### src/rtl/map_pkg.sv
// Shared constants, frame layout and FSM encoding for the maze map receiver.
package map_pkg;

   localparam int NUM_CELLS  = 21;
   localparam int CELL_W     = 8;
   localparam int MAP_W      = NUM_CELLS * CELL_W;
   localparam int FRAME_BITS = 16;

   // Frame field positions: [15:11] index, [10:8] reserved, [7:0] value.
   localparam int IDX_HI = 15;
   localparam int IDX_LO = 11;
   localparam int RSV_HI = 10;
   localparam int RSV_LO = 8;
   localparam int VAL_HI = 7;
   localparam int VAL_LO = 0;

   // Bit counter: 5 bits, saturating one past a full frame so long frames stay distinguishable.
   localparam int               CNT_W    = 5;
   localparam logic [CNT_W-1:0] CNT_FULL = 5'd16;
   localparam logic [CNT_W-1:0] CNT_SAT  = 5'd17;

   localparam logic [CELL_W-1:0] RESET_CELL_DEF = 8'h0F;

   typedef enum logic [1:0] {
      ST_IDLE  = 2'd0,
      ST_SHIFT = 2'd1,
      ST_CHECK = 2'd2
   } state_t;

   typedef struct packed {
      logic [IDX_HI-IDX_LO:0] idx;
      logic [RSV_HI-RSV_LO:0] rsv;
      logic [VAL_HI-VAL_LO:0] value;
   } frame_t;

endpackage

### src/rtl/map_receiver_if.sv
// Bundle of the serial link, the frame-sync strobe and the map outputs.
interface map_receiver_if #(
   parameter int MAP_W = map_pkg::MAP_W
);
   logic             sck;
   logic             sdi;
   logic             cs_n;
   logic             frame_sync;
   logic [MAP_W-1:0] map_out;
   logic             update_pend;
   logic [7:0]       err_cnt;

   // Robot controller / video side: drives the link and strobe, observes the map.
   modport master (
      output sck, sdi, cs_n, frame_sync,
      input  map_out, update_pend, err_cnt
   );

   // Receiver side.
   modport slave (
      input  sck, sdi, cs_n, frame_sync,
      output map_out, update_pend, err_cnt
   );
endinterface

### src/rtl/map_receiver_sync_edge.sv
// Two-flop synchronizer with one-cycle rise/fall pulses for an asynchronous input.
module sync_edge #(
   parameter logic IDLE_LEVEL = 1'b0
) (
   input  logic clock,
   input  logic reset,
   input  logic async_in,
   output logic rise,
   output logic fall
);

   logic [2:0] pipe;    // [0],[1] synchronizer, [2] previous synced level
   logic [2:0] primed;  // marks when pipe[2] holds a real sample

   // Shift the input through the synchronizer and track how many samples are valid.
   always_ff @(posedge clock or posedge reset) begin
      if (reset) begin
         pipe   <= {3{IDLE_LEVEL}};
         primed <= '0;
      end else begin
         pipe   <= {pipe[1:0], async_in};
         primed <= {primed[1:0], 1'b1};
      end
   end

   // Edges are suppressed until the pipe has filled after reset, so a line already
   // away from its idle level at reset release does not look like a fresh edge.
   assign rise = primed[2] &  pipe[1] & ~pipe[2];
   assign fall = primed[2] & ~pipe[1] &  pipe[2];

endmodule

### src/rtl/map_receiver.sv
// Serial maze-map receiver: collects 16-bit cell writes into a shadow map and
// commits the whole shadow to the visible map on a vertical-blanking strobe.
module map_receiver #(
   parameter int                    NUM_CELLS  = map_pkg::NUM_CELLS,
   parameter int                    CELL_W     = map_pkg::CELL_W,
   parameter logic [CELL_W-1:0]     RESET_CELL = map_pkg::RESET_CELL_DEF
) (
   input  logic          clock,
   input  logic          reset,
   map_receiver_if.slave bus
);
   import map_pkg::*;

   localparam int MW = NUM_CELLS * CELL_W;

   logic                          sck_rise;
   logic                          cs_rise;
   logic                          cs_fall;
   logic                          unused_sck_fall;
   logic                          unused_cs_fall_pair;
   logic [1:0]                    sdi_pipe;
   logic                          sdi_d;

   state_t                        state;
   logic [FRAME_BITS-1:0]         shift_q;
   logic [CNT_W-1:0]              cnt_q;
   logic [0:NUM_CELLS-1][CELL_W-1:0] shadow;  // cell 0 packs into the MSBs
   logic                          dirty;
   logic [MW-1:0]                 map_q;
   logic [7:0]                    err_q;

   frame_t                        fr;
   logic                          accept;
   logic                          reject;

   sync_edge #(.IDLE_LEVEL(1'b0)) u_sck_sync (
      .clock    (clock),
      .reset    (reset),
      .async_in (bus.sck),
      .rise     (sck_rise),
      .fall     (unused_sck_fall)
   );

   sync_edge #(.IDLE_LEVEL(1'b1)) u_cs_sync (
      .clock    (clock),
      .reset    (reset),
      .async_in (bus.cs_n),
      .rise     (cs_rise),
      .fall     (cs_fall)
   );

   assign unused_cs_fall_pair = unused_sck_fall;

   // Delay SDI by the synchronizer depth so it lines up with the synced SCK edge.
   always_ff @(posedge clock or posedge reset) begin
      if (reset) sdi_pipe <= '0;
      else       sdi_pipe <= {sdi_pipe[0], bus.sdi};
   end
   assign sdi_d = sdi_pipe[1];

   assign fr     = frame_t'(shift_q);
   assign accept = (state == ST_CHECK) && (cnt_q == CNT_FULL) &&
                   (int'(fr.idx) < NUM_CELLS) && (fr.rsv == '0);
   assign reject = (state == ST_CHECK) && !accept;

   // Frame FSM, shadow write, commit to the visible map and error counting.
   // NOTE: the shadow map is ordinary flops that must power up to RESET_CELL, so
   // unlike a RAM it is reset explicitly along with the rest of the state.
   always_ff @(posedge clock or posedge reset) begin
      if (reset) begin
         state   <= ST_IDLE;
         shift_q <= '0;
         cnt_q   <= '0;
         shadow  <= {NUM_CELLS{RESET_CELL}};
         dirty   <= 1'b0;
         map_q   <= {NUM_CELLS{RESET_CELL}};
         err_q   <= '0;
      end else begin
         case (state)
            ST_IDLE: begin
               if (cs_fall) begin
                  state <= ST_SHIFT;
                  cnt_q <= '0;
               end
            end
            ST_SHIFT: begin
               if (sck_rise) begin
                  shift_q <= {shift_q[FRAME_BITS-2:0], sdi_d};
                  if (cnt_q != CNT_SAT) cnt_q <= cnt_q + 1'b1;
               end
               if (cs_rise) state <= ST_CHECK;
            end
            ST_CHECK: state <= ST_IDLE;
            default:  state <= ST_IDLE;
         endcase

         // NOTE: non-blocking assignments make map_q sample the shadow as it was
         // before this cycle's write, and the later dirty<=1 overrides the clear,
         // which is exactly the accept-during-commit behaviour wanted here.
         if (bus.frame_sync && dirty) begin
            map_q <= shadow;
            dirty <= 1'b0;
         end

         if (accept) begin
            for (int i = 0; i < NUM_CELLS; i++) begin
               if (int'(fr.idx) == i) shadow[i] <= CELL_W'(fr.value);
            end
            dirty <= 1'b1;
         end

         if (reject && err_q != 8'hFF) err_q <= err_q + 8'd1;
      end
   end

   assign bus.map_out     = map_q;
   assign bus.update_pend = dirty;
   assign bus.err_cnt     = err_q;

endmodule

### src/flat_wrapper.sv
// flat-port wrapper written by rule: the top's interface ports become plain ports
module map_receiver_flat import map_pkg::*;
#(
   parameter int                    NUM_CELLS  = map_pkg::NUM_CELLS,
   parameter int                    CELL_W     = map_pkg::CELL_W,
   parameter logic [CELL_W-1:0]     RESET_CELL = map_pkg::RESET_CELL_DEF
)
  (clock, reset, bus_sck, bus_sdi, bus_cs_n, bus_frame_sync, bus_map_out, bus_update_pend, bus_err_cnt);
  map_receiver_if bus_i ();
  input  logic clock;
  input  logic reset;
  input wire logic [$bits(bus_i.sck)-1:0] bus_sck;
  input wire logic [$bits(bus_i.sdi)-1:0] bus_sdi;
  input wire logic [$bits(bus_i.cs_n)-1:0] bus_cs_n;
  input wire logic [$bits(bus_i.frame_sync)-1:0] bus_frame_sync;
  output wire logic [$bits(bus_i.map_out)-1:0] bus_map_out;
  output wire logic [$bits(bus_i.update_pend)-1:0] bus_update_pend;
  output wire logic [$bits(bus_i.err_cnt)-1:0] bus_err_cnt;
  assign bus_i.sck = bus_sck;
  assign bus_i.sdi = bus_sdi;
  assign bus_i.cs_n = bus_cs_n;
  assign bus_i.frame_sync = bus_frame_sync;
  assign bus_map_out = bus_i.map_out;
  assign bus_update_pend = bus_i.update_pend;
  assign bus_err_cnt = bus_i.err_cnt;
  map_receiver #(.NUM_CELLS(NUM_CELLS), .CELL_W(CELL_W), .RESET_CELL(RESET_CELL)) u_core (.clock(clock), .reset(reset), .bus(bus_i));
endmodule
### config.mk
export PLATFORM = sky130hd
export DESIGN_NAME = map_receiver_flat
export DESIGN_NICKNAME = d
export VERILOG_FILES = /design/src/rtl/map_pkg.sv /design/src/rtl/map_receiver_if.sv /design/src/rtl/map_receiver_sync_edge.sv /design/src/rtl/map_receiver.sv /design/src/flat_wrapper.sv
export SDC_FILE = /design/constraint.sdc
export NUM_CORES = 1
export LEC_CHECK = 0
export CELL_PAD_IN_SITES_DETAIL_PLACEMENT = 1
export CELL_PAD_IN_SITES_GLOBAL_PLACEMENT = 2
export CORE_MARGIN = 1.5
export CORE_UTILIZATION = 45
export CTS_BUF_LIST = sky130_fd_sc_hd__clkbuf_2 sky130_fd_sc_hd__clkbuf_4 sky130_fd_sc_hd__clkbuf_8
export CTS_CLUSTER_DIAMETER = 200
export DETAILED_ROUTE_END_ITERATION = 10
export MAX_ROUTING_LAYER = met4
export PLACE_DENSITY_LB_ADDON = 0.1
export SLEW_MARGIN = 0
export SYNTH_ARGS = -nofsm -noshare
export SYNTH_HDL_FRONTEND = slang
export SYNTH_SLANG_ARGS = --single-unit
### constraint.sdc
create_clock -name clock -period 22.8 [get_ports clock]
set_input_delay 4.56 -clock clock [delete_from_list [all_inputs] [get_ports clock]]
set_output_delay 4.56 -clock clock [all_outputs]
set_load 0.02 [all_outputs]
==> impl_metrics.tcl <==
set metrics [dict create \
    status "complete, no violations" \
    synth.avg_cell_area_um2 16.4 \
    grt.total_usage_pct 20.7 \
    rsz0062_at_grt "false" \
    reg2reg_slack_ns 19.71 \
    clock_latency_ns 0.57 \
    area_growth_pct 25.3 \
    grt_pass1_wl_um 52200 \
    worst_pin_slew_ns 1.24 \
    cp.required_ns 23.24 \
    hold_end "u_core.sdi_pipe[1]" \
    firstDrtPassIters 4 \
    syn-cell-area_um2 14600 \
    grt_pass1_vias 8889 \
    timing.final.crit_period_ns 6.40 \
    fin_nets 1112 \
    fin_skew_ns 0.0291 \
    grt-ovfl-total 0 \
    cts_setup_buffers 0 \
    ys_seq_area_share_pct 66.2 \
    vias_per_cell 5.10 \
    clockBufferDepth 3 \
    synth_top_area_cell "dfrtp_1" \
    final-setup-viol-count 0 \
    cp_data_arrival_time_ns 6.83 \
    timing_worst_setup_path_type "in -> reg" \
    synth_top_area_share_pct 35.5 \
    worstHoldStart "u_core.sdi_pipe[0]" \
    hold_path_class "reg -> reg" \
    drt_iter0_markers 342 \
    fp.dieH_um 183 \
    yosysMostFrequentCell "mux2_2" \
    synth_flop_cell "dfrtp_1" \
    holdPathStages 0 \
    core_area_um2 31800 \
    power.total_mw 1.45 \
    reg2reg_from "u_core.cnt_q[1]" \
    grt_max_degree 183 \
    post-dp-hpwl_um 19700 \
    maxSlewHeadroom_pct 17.4 \
    crit_path_start_kind "input port" \
    clkSinkCount 379 \
    synthDistinctLibCells 49 \
    clock-root-buffer "clkbuf_8" \
    cts_htree_levels 3 \
    r2r_cells 6 \
    cp_max_fo 75 \
    die_x_um 183 \
    slew_viol_final 0 \
    synth_async_sr_flop_share_pct 100 \
    ys_ff_latch 379 \
    yosys_warnings 0 \
    end_kind "flop" \
    synth_cells 894 \
    final_cells 1591 \
    synth_top_cells_by_count "mux2_2, dfrtp_1, dfstp_2" \
    post_route_cells_drive_above_1_share_pct 57.5 \
    drc 0 \
    num_vias 8117 \
    holdBufCountCts 0 \
    period_share_pct 28.1 \
    antenna_found_initial 0 \
    drv_cap 0 \
    peakVddDrop_uv 43.7 \
    rows 65 \
    gp_congestion 0.734 \
    cts_buffers 66 \
    ios 183 \
    dp.cells 1469 \
    cts-resized-gates 0 \
    r2r_end "u_core.shadow[108]" \
    die_area_um2 33600 \
    port_buffers 182 \
    nFillCells 2935 \
    final_antenna_net_count 0 \
    power.leakage_nw 8.40 \
    setup_ws_ns 16.40 \
    synth-edff-count 0 \
    antenna_cells 0 \
    cts_tree "yes" \
    synth_nets 904 \
    fmax_ghz 0.156 \
    tns_ns 0 \
    path_clk_slew_ns 0.06 \
    wl_um 32400 \
    wire_per_inst_um 20.4 \
    powerDensity_nw_per_um2 78.8 \
    synthTopCellsByArea "dfrtp_1, dfstp_2, mux2_2" \
    start_util_pct 46.1 \
    finalHoldViolCount 0 \
    pre_cts_ws_ns 15.82 \
]
## metrics by stage
step	hold WS [ns]	cell area (um2)	utilization (%)
2_1_floorplan	0.331	14600	-
3_3_place_gp	0.334	16900	53.1
3_5_place_dp	0.336	16900	53.1
4_1_cts	0.339	18300	57.7
5_1_grt	0.338	18300	57.7
6_report	0.338	18300	57.7
## routing by layer
| metal | share of wire, % | GRT usage [%] | vias to the layer above |
|---|---|---|---|
| met5 | 0 | - | - |
| met4 | 1.4 | 5.90 | 0 |
| met3 | 3.4 | 3.47 | 36 |
| met2 | 47 | 31.1 | 188 |
| met1 | 48 | 29.2 | 4293 |
| li1 | - | - | 3600 |
## sequential cells by signal, summed over array words and instances (netlist names)
name	cells
u_core.bus.err_cnt	8
u_core.sdi_pipe	2
u_core.bus.update_pend	1
u_core.u_sck_sync.pipe	3
u_core.bus.map_out	168
u_core.u_sck_sync.primed	2
u_core.cnt_q	5
u_core.u_cs_sync.pipe	3
u_core.fr	16
u_core.u_cs_sync.primed	1
u_core.shadow	168
u_core.state	2
## logic make-up (layout without fill, tap and decap cells)
| kind of cell | after synthesis | in the layout | synth area share [%] |
|---|---|---|---|
| mux | 351 | 351 | 27.2 |
| xor+xnor | 7 | 7 | 0.419 |
| simple gates | 79 | 79 | 3.54 |
| flops | 379 | 379 | 66.2 |
| buf+inv | 57 | 319 | 1.59 |
| other cells | 1 | 1 | 0.0256 |
| compound gates | 16 | 16 | 0.675 |
| fa+ha+maj | 4 | 4 | 0.342 |
## final cells by class
class	instances	area, um2	share of cell area [%]
sequential	379	9700	52.9
timing repair buffer	189	1890	10.3
clock inverter	10	66.3	0.361
tap	435	544	2.97
inverter	8	37.5	0.205
clock buffer	112	1390	7.58
multi-input combinational	458	4720	25.7
## critical path: stages
cell and delay (ns):
clkdlybuf4s50_1 0.45, nand2_4 0.42, buf_4 0.86, mux2_2 0.42
## placed cells by master (no fill, tap or decap), types with 2 or more instances in the layout
cell and count:
clkbuf_4 24, dfstp_2 171, buf_4 6, inv_6 3
nand2b_1 4, clkinvlp_4 2, nand4b_1 2, and3_1 7
nand2_1 12, a21oi_1 2, nand3_1 13, dfrtp_1 208
mux2_4 8, nand3_2 2, o31ai_1 2, clkinv_2 5
nor2_1 6, ha_1 4, or3_1 2, inv_1 6
nor4b_1 2, nand3b_1 3, or4_1 2, nand4_1 3
o21ai_0 7, nor2_2 2, clkdlybuf4s50_1 182, xnor2_1 7
mux2_2 343, nor3_1 4, a211o_1 2, clkbuf_8 88
## worst max-delay path by stage
stage                               from                       to  slack, ns  cells past startpoint
after global placement    bus_frame_sync   u_core.bus.map_out[93]      15.84                      4
after detailed placement  bus_frame_sync  u_core.bus.map_out[103]      15.82                      4
after floorplan                    reset    u_core.bus.err_cnt[0]       7.99                      1
after global routing      bus_frame_sync   u_core.bus.map_out[68]      16.29                      4
final                     bus_frame_sync   u_core.bus.map_out[84]      16.40                      4
after CTS                 bus_frame_sync   u_core.bus.map_out[84]      16.43                      4
## power by group
| part | internal [mW] | switching (mW) |
|---|---|---|
| combinational | 0.0207 | 0.0471 |
| sequential | 0.684 | 0.0352 |
| clock | 0.386 | 0.273 |
Power figures use the tool's default switching activity.
